`config.mk`:
```
export PLATFORM = sky130hd
export DESIGN_NAME = bch_t3_encoder_lfsr
export DESIGN_NICKNAME = d
export VERILOG_FILES = /design/src/rtl/bch_t3_encoder_lfsr.sv
export SDC_FILE = /design/constraint.sdc
export NUM_CORES = 1
export LEC_CHECK = 0
export BUFFER_PORTS_ARGS = -buffer_cell sky130_fd_sc_hd__buf_2
export CORE_MARGIN = 5
export CORE_UTILIZATION = 56
export CTS_CLUSTER_SIZE = 20
export DETAILED_ROUTE_END_ITERATION = 8
export GPL_TIMING_DRIVEN = 0
export HOLD_SLACK_MARGIN = 0.1
export PLACE_DENSITY = 0.87
export RECOVER_POWER = 100
export SYNTH_ARGS = -nofsm -noshare
export SYNTH_HDL_FRONTEND = slang
export SYNTH_SLANG_ARGS = --single-unit
export TNS_END_PERCENT = 50
```
`constraint.sdc`:
```
create_clock -name clk -period 2.9 [get_ports clk]
set_input_delay 0.145 -clock clk [delete_from_list [all_inputs] [get_ports clk]]
set_output_delay 0.145 -clock clk [all_outputs]
set_load 0.01 [all_outputs]
```
`src/rtl/bch_t3_encoder_lfsr.sv`:
```
// Systematic bit-parallel BCH(t=3, GF(2^10)) encoder: message chunks pass through, then 30 parity bits follow.
// Latency: one cycle from an accepted input chunk (or parity load) to out_data; one codeword is (MSG_LEN+PARITY_LEN)/P cycles.
// Backpressure: a held output register (out_valid & ~out_ready) freezes LFSR, counter and state; in_ready drops combinationally.
//
// Ports:
//   clk, in_ctr_Srst (sync active-high reset), in_ctr_en (global enable, low freezes everything)
//   in_valid/in_ready/in_data      : message chunk stream, in_data[P-1] is the highest-degree, earliest bit
//   out_valid/out_ready/out_data   : codeword chunk stream, same bit order
//   out_first/out_last/out_is_parity : first message chunk / last parity chunk / chunk carries parity
module bch_t3_encoder_lfsr #(
    parameter int                  GF_LEN     = 10,
    parameter int                  PARITY_LEN = 30,
    parameter logic [PARITY_LEN:0] GEN_POLY   = 31'h50A9_1113,
    parameter int                  MSG_LEN    = 990,
    parameter int                  P          = 10
) (
    input  logic         clk,
    input  logic         in_ctr_Srst,
    input  logic         in_ctr_en,
    input  logic         in_valid,
    output logic         in_ready,
    input  logic [P-1:0] in_data,
    output logic         out_valid,
    input  logic         out_ready,
    output logic [P-1:0] out_data,
    output logic         out_first,
    output logic         out_last,
    output logic         out_is_parity
);

    localparam int MSG_CHUNKS = MSG_LEN / P;
    localparam int PAR_CHUNKS = PARITY_LEN / P;
    localparam int CNT_MAX    = (MSG_CHUNKS > PAR_CHUNKS) ? MSG_CHUNKS : PAR_CHUNKS;
    localparam int CNT_W      = $clog2(CNT_MAX + 1);

    // Reject configurations the datapath cannot handle.
    generate
        if ((PARITY_LEN % P) != 0 || (MSG_LEN % P) != 0 || PARITY_LEN != 3 * GF_LEN ||
            MSG_LEN > ((1 << GF_LEN) - 1 - PARITY_LEN) || MSG_LEN < P || GEN_POLY[PARITY_LEN] != 1'b1)
        begin : g_bad_cfg
            $error("bch_t3_encoder_lfsr: illegal parameter combination");
        end
    endgenerate

    typedef enum logic {
        ST_MSG    = 1'b0,
        ST_PARITY = 1'b1
    } state_t;

    state_t                  state_q, state_d;
    logic [CNT_W-1:0]        cnt_q, cnt_d;
    logic [PARITY_LEN-1:0]   lfsr_q, lfsr_d;
    logic                    out_valid_q, out_valid_d;
    logic [P-1:0]            out_data_q, out_data_d;
    logic                    out_first_q, out_first_d;
    logic                    out_last_q, out_last_d;
    logic                    out_is_parity_q, out_is_parity_d;

    logic                    adv;
    logic                    fire;
    logic [PARITY_LEN-1:0]   lfsr_msg;
    logic                    fb;

    assign adv       = in_ctr_en & (~out_valid_q | out_ready);
    assign in_ready  = adv & (state_q == ST_MSG);
    assign fire      = in_valid & in_ready;
    assign out_valid = out_valid_q & in_ctr_en;

    assign out_data      = out_data_q;
    assign out_first     = out_first_q;
    assign out_last      = out_last_q;
    assign out_is_parity = out_is_parity_q;

    // P serial division steps unrolled into one cycle, highest-degree bit first.
    always_comb begin
        lfsr_msg = lfsr_q;
        fb       = 1'b0;
        for (int i = P - 1; i >= 0; i--) begin
            fb       = in_data[i] ^ lfsr_msg[PARITY_LEN-1];
            lfsr_msg = {lfsr_msg[PARITY_LEN-2:0], 1'b0} ^ (fb ? GEN_POLY[PARITY_LEN-1:0] : '0);
        end
    end

    always_comb begin
        state_d         = state_q;
        cnt_d           = cnt_q;
        lfsr_d          = lfsr_q;
        out_valid_d     = out_valid_q;
        out_data_d      = out_data_q;
        out_first_d     = out_first_q;
        out_last_d      = out_last_q;
        out_is_parity_d = out_is_parity_q;

        if (adv) begin
            case (state_q)
                ST_MSG: begin
                    if (fire) begin
                        out_valid_d     = 1'b1;
                        out_data_d      = in_data;
                        out_first_d     = (cnt_q == '0);
                        out_last_d      = 1'b0;
                        out_is_parity_d = 1'b0;
                        lfsr_d          = lfsr_msg;
                        if (cnt_q == CNT_W'(MSG_CHUNKS - 1)) begin
                            cnt_d   = '0;
                            state_d = ST_PARITY;
                        end else begin
                            cnt_d = cnt_q + CNT_W'(1);
                        end
                    end else begin
                        // Output slot is free but nothing arrived: emit a bubble.
                        out_valid_d = 1'b0;
                    end
                end
                ST_PARITY: begin
                    out_valid_d     = 1'b1;
                    out_data_d      = lfsr_q[PARITY_LEN-1 -: P];
                    out_first_d     = 1'b0;
                    out_last_d      = (cnt_q == CNT_W'(PAR_CHUNKS - 1));
                    out_is_parity_d = 1'b1;
                    // Plain shift: after the final chunk the register is all-zero,
                    // ready for the next codeword without an explicit clear.
                    lfsr_d          = lfsr_q << P;
                    if (cnt_q == CNT_W'(PAR_CHUNKS - 1)) begin
                        cnt_d   = '0;
                        state_d = ST_MSG;
                    end else begin
                        cnt_d = cnt_q + CNT_W'(1);
                    end
                end
                default: begin
                    state_d = ST_MSG;
                end
            endcase
        end
    end

    always_ff @(posedge clk) begin
        if (in_ctr_Srst) begin
            state_q         <= ST_MSG;
            cnt_q           <= '0;
            lfsr_q          <= '0;
            out_valid_q     <= 1'b0;
            out_data_q      <= '0;
            out_first_q     <= 1'b0;
            out_last_q      <= 1'b0;
            out_is_parity_q <= 1'b0;
        end else begin
            state_q         <= state_d;
            cnt_q           <= cnt_d;
            lfsr_q          <= lfsr_d;
            out_valid_q     <= out_valid_d;
            out_data_q      <= out_data_d;
            out_first_q     <= out_first_d;
            out_last_q      <= out_last_d;
            out_is_parity_q <= out_is_parity_d;
        end
    end

endmodule

```
==> results_dict.tcl <==
set metrics [dict create \
    grt_max_degree 17 \
    cp_max_fo 5 \
    cts.reportedPaths.clkPinSlew_ns 0.10 \
    wire_per_inst_microns 17.3 \
    die_w_microns 81.0 \
    crit_family "XOR/XNOR gates" \
    hold_viol 0 \
    period_share_pct 94.1 \
    nNetsFinal 365 \
    finish.utilization_pct 65.4 \
    drv_slew 0 \
    synth_edf_count 0 \
    synth_cell_types 40 \
    totalWireLength_microns 7180 \
    hold_path_class "input port to flip-flop" \
    maxCapViolations 0 \
    rsz0062_at_grt "no" \
    relSlewSlack_pct 32.7 \
    ir_worst_vdd_uv 481 \
    synth_top_area_share_pct 36.8 \
    dp_hpwl_microns 5240 \
    fp.coreArea_sq_mm 0.00482 \
    synth_common_cells "dfxtp_1, nor2_1, xnor2_1" \
    synth.ff_latch_count 52 \
    clkLatencyLatePin_ns 0.31 \
    cpPeakStageDelay_ns 0.51 \
    io_buffers 28 \
    cts_tree "built" \
    ys_seq_area_share_pct 36.8 \
    die_h_microns 81.0 \
    gp_congestion 0.888 \
    crit_chain "xor2_2 > xnor3_1 > xnor3_2 > xnor2_1 > or3_1 > a311oi_1" \
    grt_pass1_wl_microns 11900 \
    antenna_cells 0 \
    grt-ovfl-total 0 \
    io_pins 30 \
    synth_top_family_by_area "XOR/XNOR gates" \
    layout-drive-gt1-share_pct 9.20 \
    antenna_left 0 \
    critPathBufInv 0 \
    fmax_mhz 367 \
    netlist_area_sq_mm 0.00283 \
    synth_compound_area_share_pct 16.4 \
    start_util_pct 58.7 \
    layout_min_cycle_time_ns 2.73 \
    required_ns 3.12 \
    synthArstFlopShare_pct 0 \
    cts_buffers 5 \
    synth_warnings 0 \
    powerDensity_mw_per_mm2 1010 \
    grt_pass1_vias 2472 \
    synth_nets 330 \
    clockRootBuffer "clkbuf_8" \
    postCtsSetupRepairBufs 0 \
    crit_arrival_ns 2.94 \
    clock_sinks 52 \
    crit_type "flip-flop to flip-flop" \
    row_count 25 \
    fin_skew_ns 0.0115 \
    critPathCaptureType "flip-flop" \
    drt_iter0_drc 200 \
    total_power_mw 3.19 \
    synthMuxAreaShare_pct 3.19 \
    yosys.area.top_type "dfxtp_1" \
    synth_area_leaders "dfxtp_1, xnor2_1, nor2_1" \
    die_area_sq_mm 0.00657 \
    yosys.area_share.adder_pct 1.33 \
    grt_use_total_pct 23.6 \
    viasPerCell 5.77 \
    cts_buffer_depth 2 \
    yosysMostFrequentCell "dfxtp_1" \
    status "finished clean" \
    setup_viol 0 \
    synth_ff_type "dfxtp_1" \
    yosys.area_share.simple_pct 13.5 \
    critPathLaunchType "flip-flop" \
    htree_levels 2 \
    area_growth_pct 11.4 \
    first_pass_iters 5 \
    setup_tns_ns 0 \
    antenna_found_initial 0 \
    synthXorXnorAreaFrac_pct 26.1 \
    max_slew.worst_pin.slew_ns 1.00 \
    vias 2396 \
    critPathSlowestCell "xnor3_1" \
    synth.avg_cell_area_sq_um 9.06 \
    synth_cells 312 \
    p_leak_nw 1.12 \
    drc 0 \
]
[state kept, by name, indices dropped and copies added (netlist names)]
| register | flops |
|---|---|
| out_is_parity | 1 |
| out_data | 10 |
| cnt_q | 7 |
| out_first | 1 |
| out_last | 1 |
| lfsr_q | 30 |
| state_q | 1 |
| out_valid_q | 1 |
[worst reg2reg max path, delay by kind of cell (launching register included)]
family | cells | cell delay (ns)
xor gates and xnor gates | 4 | 1.54
AOI/OAI and AO/OA | 1 | 0.27
DFF | 1 | 0.50
and+or+nand+nor | 1 | 0.33
[per-stage QoR]
step	instances	area, sq um	hold slack, ns	setup slack (ns)
6_report	415	3150	0.188	0.173
3_5_place_dp	407	3050	0.441	0.243
2_1_floorplan	312	2830	0.334	0.604
3_3_place_gp	407	3050	0.439	0.296
5_1_grt	415	3150	0.204	0.0834
4_1_cts	415	3160	0.201	0.124
[final timing paths]
path,depth (start not counted),from,end,slack [ns]
max,6,lfsr_q[29],lfsr_q[19],0.17
min,3,in_data[4],out_data[4],0.19
max reg2reg,6,lfsr_q[29],lfsr_q[19],0.17
min reg2reg,2,out_first,out_first,0.45
[cells by family after synthesis]
logic type / after synthesis
flip-flops: 52
multiplexers: 9
XOR/XNOR: 71
AO/OA/AOI/OAI: 68
buffers and inverters: 20
adder cells (fa/ha/maj): 3
AND/OR/NAND/NOR: 89
[per-layer routing]
metal / track usage (%) / up-vias / share of wire (%)
li1: - / 1153 / -
met5: 0 / - / 0
met4: 11.1 / 0 / 2.4
met3: 3.88 / 15 / 7.0
met1: 29.6 / 1137 / 42
met2: 39.5 / 91 / 49
[timing repair]
| action | in CTS | in global routing |
|---|---|---|
| endpoints found under the setup margin | 0 | 1 |
| resized for setup | 0 | 1 |
| hold buffers | 0 | 0 |
[layout make-up]
cell class              instances  area (sq um)
multi-input cells             240          1720
repair buffers                 28           121
plain buffers                  15          56.3
clock inverters                 3          42.5
well taps                      67          83.8
clock buffers                   5          68.8
inverters                       5          18.8
flip-flops and latches         52          1040
fillers                       418          1670
[cells in the final DEF, fill, tap and decap left out, drive strengths merged, types with 2 or more instances in the layout]
cell type / n
nor3: 4
a222oi: 2
o21ai: 15
nor2: 48
mux2i: 9
a22o: 2
xnor3: 5
a21oi: 11
nand4: 5
buf: 14
or3: 7
xor2: 16
xnor2: 50
clkbuf: 34
nand2: 19
nand3: 3
dfxtp: 52
inv: 5
a22oi: 6
ha: 3
o22ai: 3
a211oi: 15
a311oi: 6
[power breakdown]
group          switching [mW]  internal, mW  total, mW  leakage, nW
Sequential              0.109         0.829      0.938        0.426
Combinational           0.904         0.845       1.75        0.636
Clock                   0.251         0.256      0.507       0.0541
No activity file was read; power rests on OpenSTA's default activity.
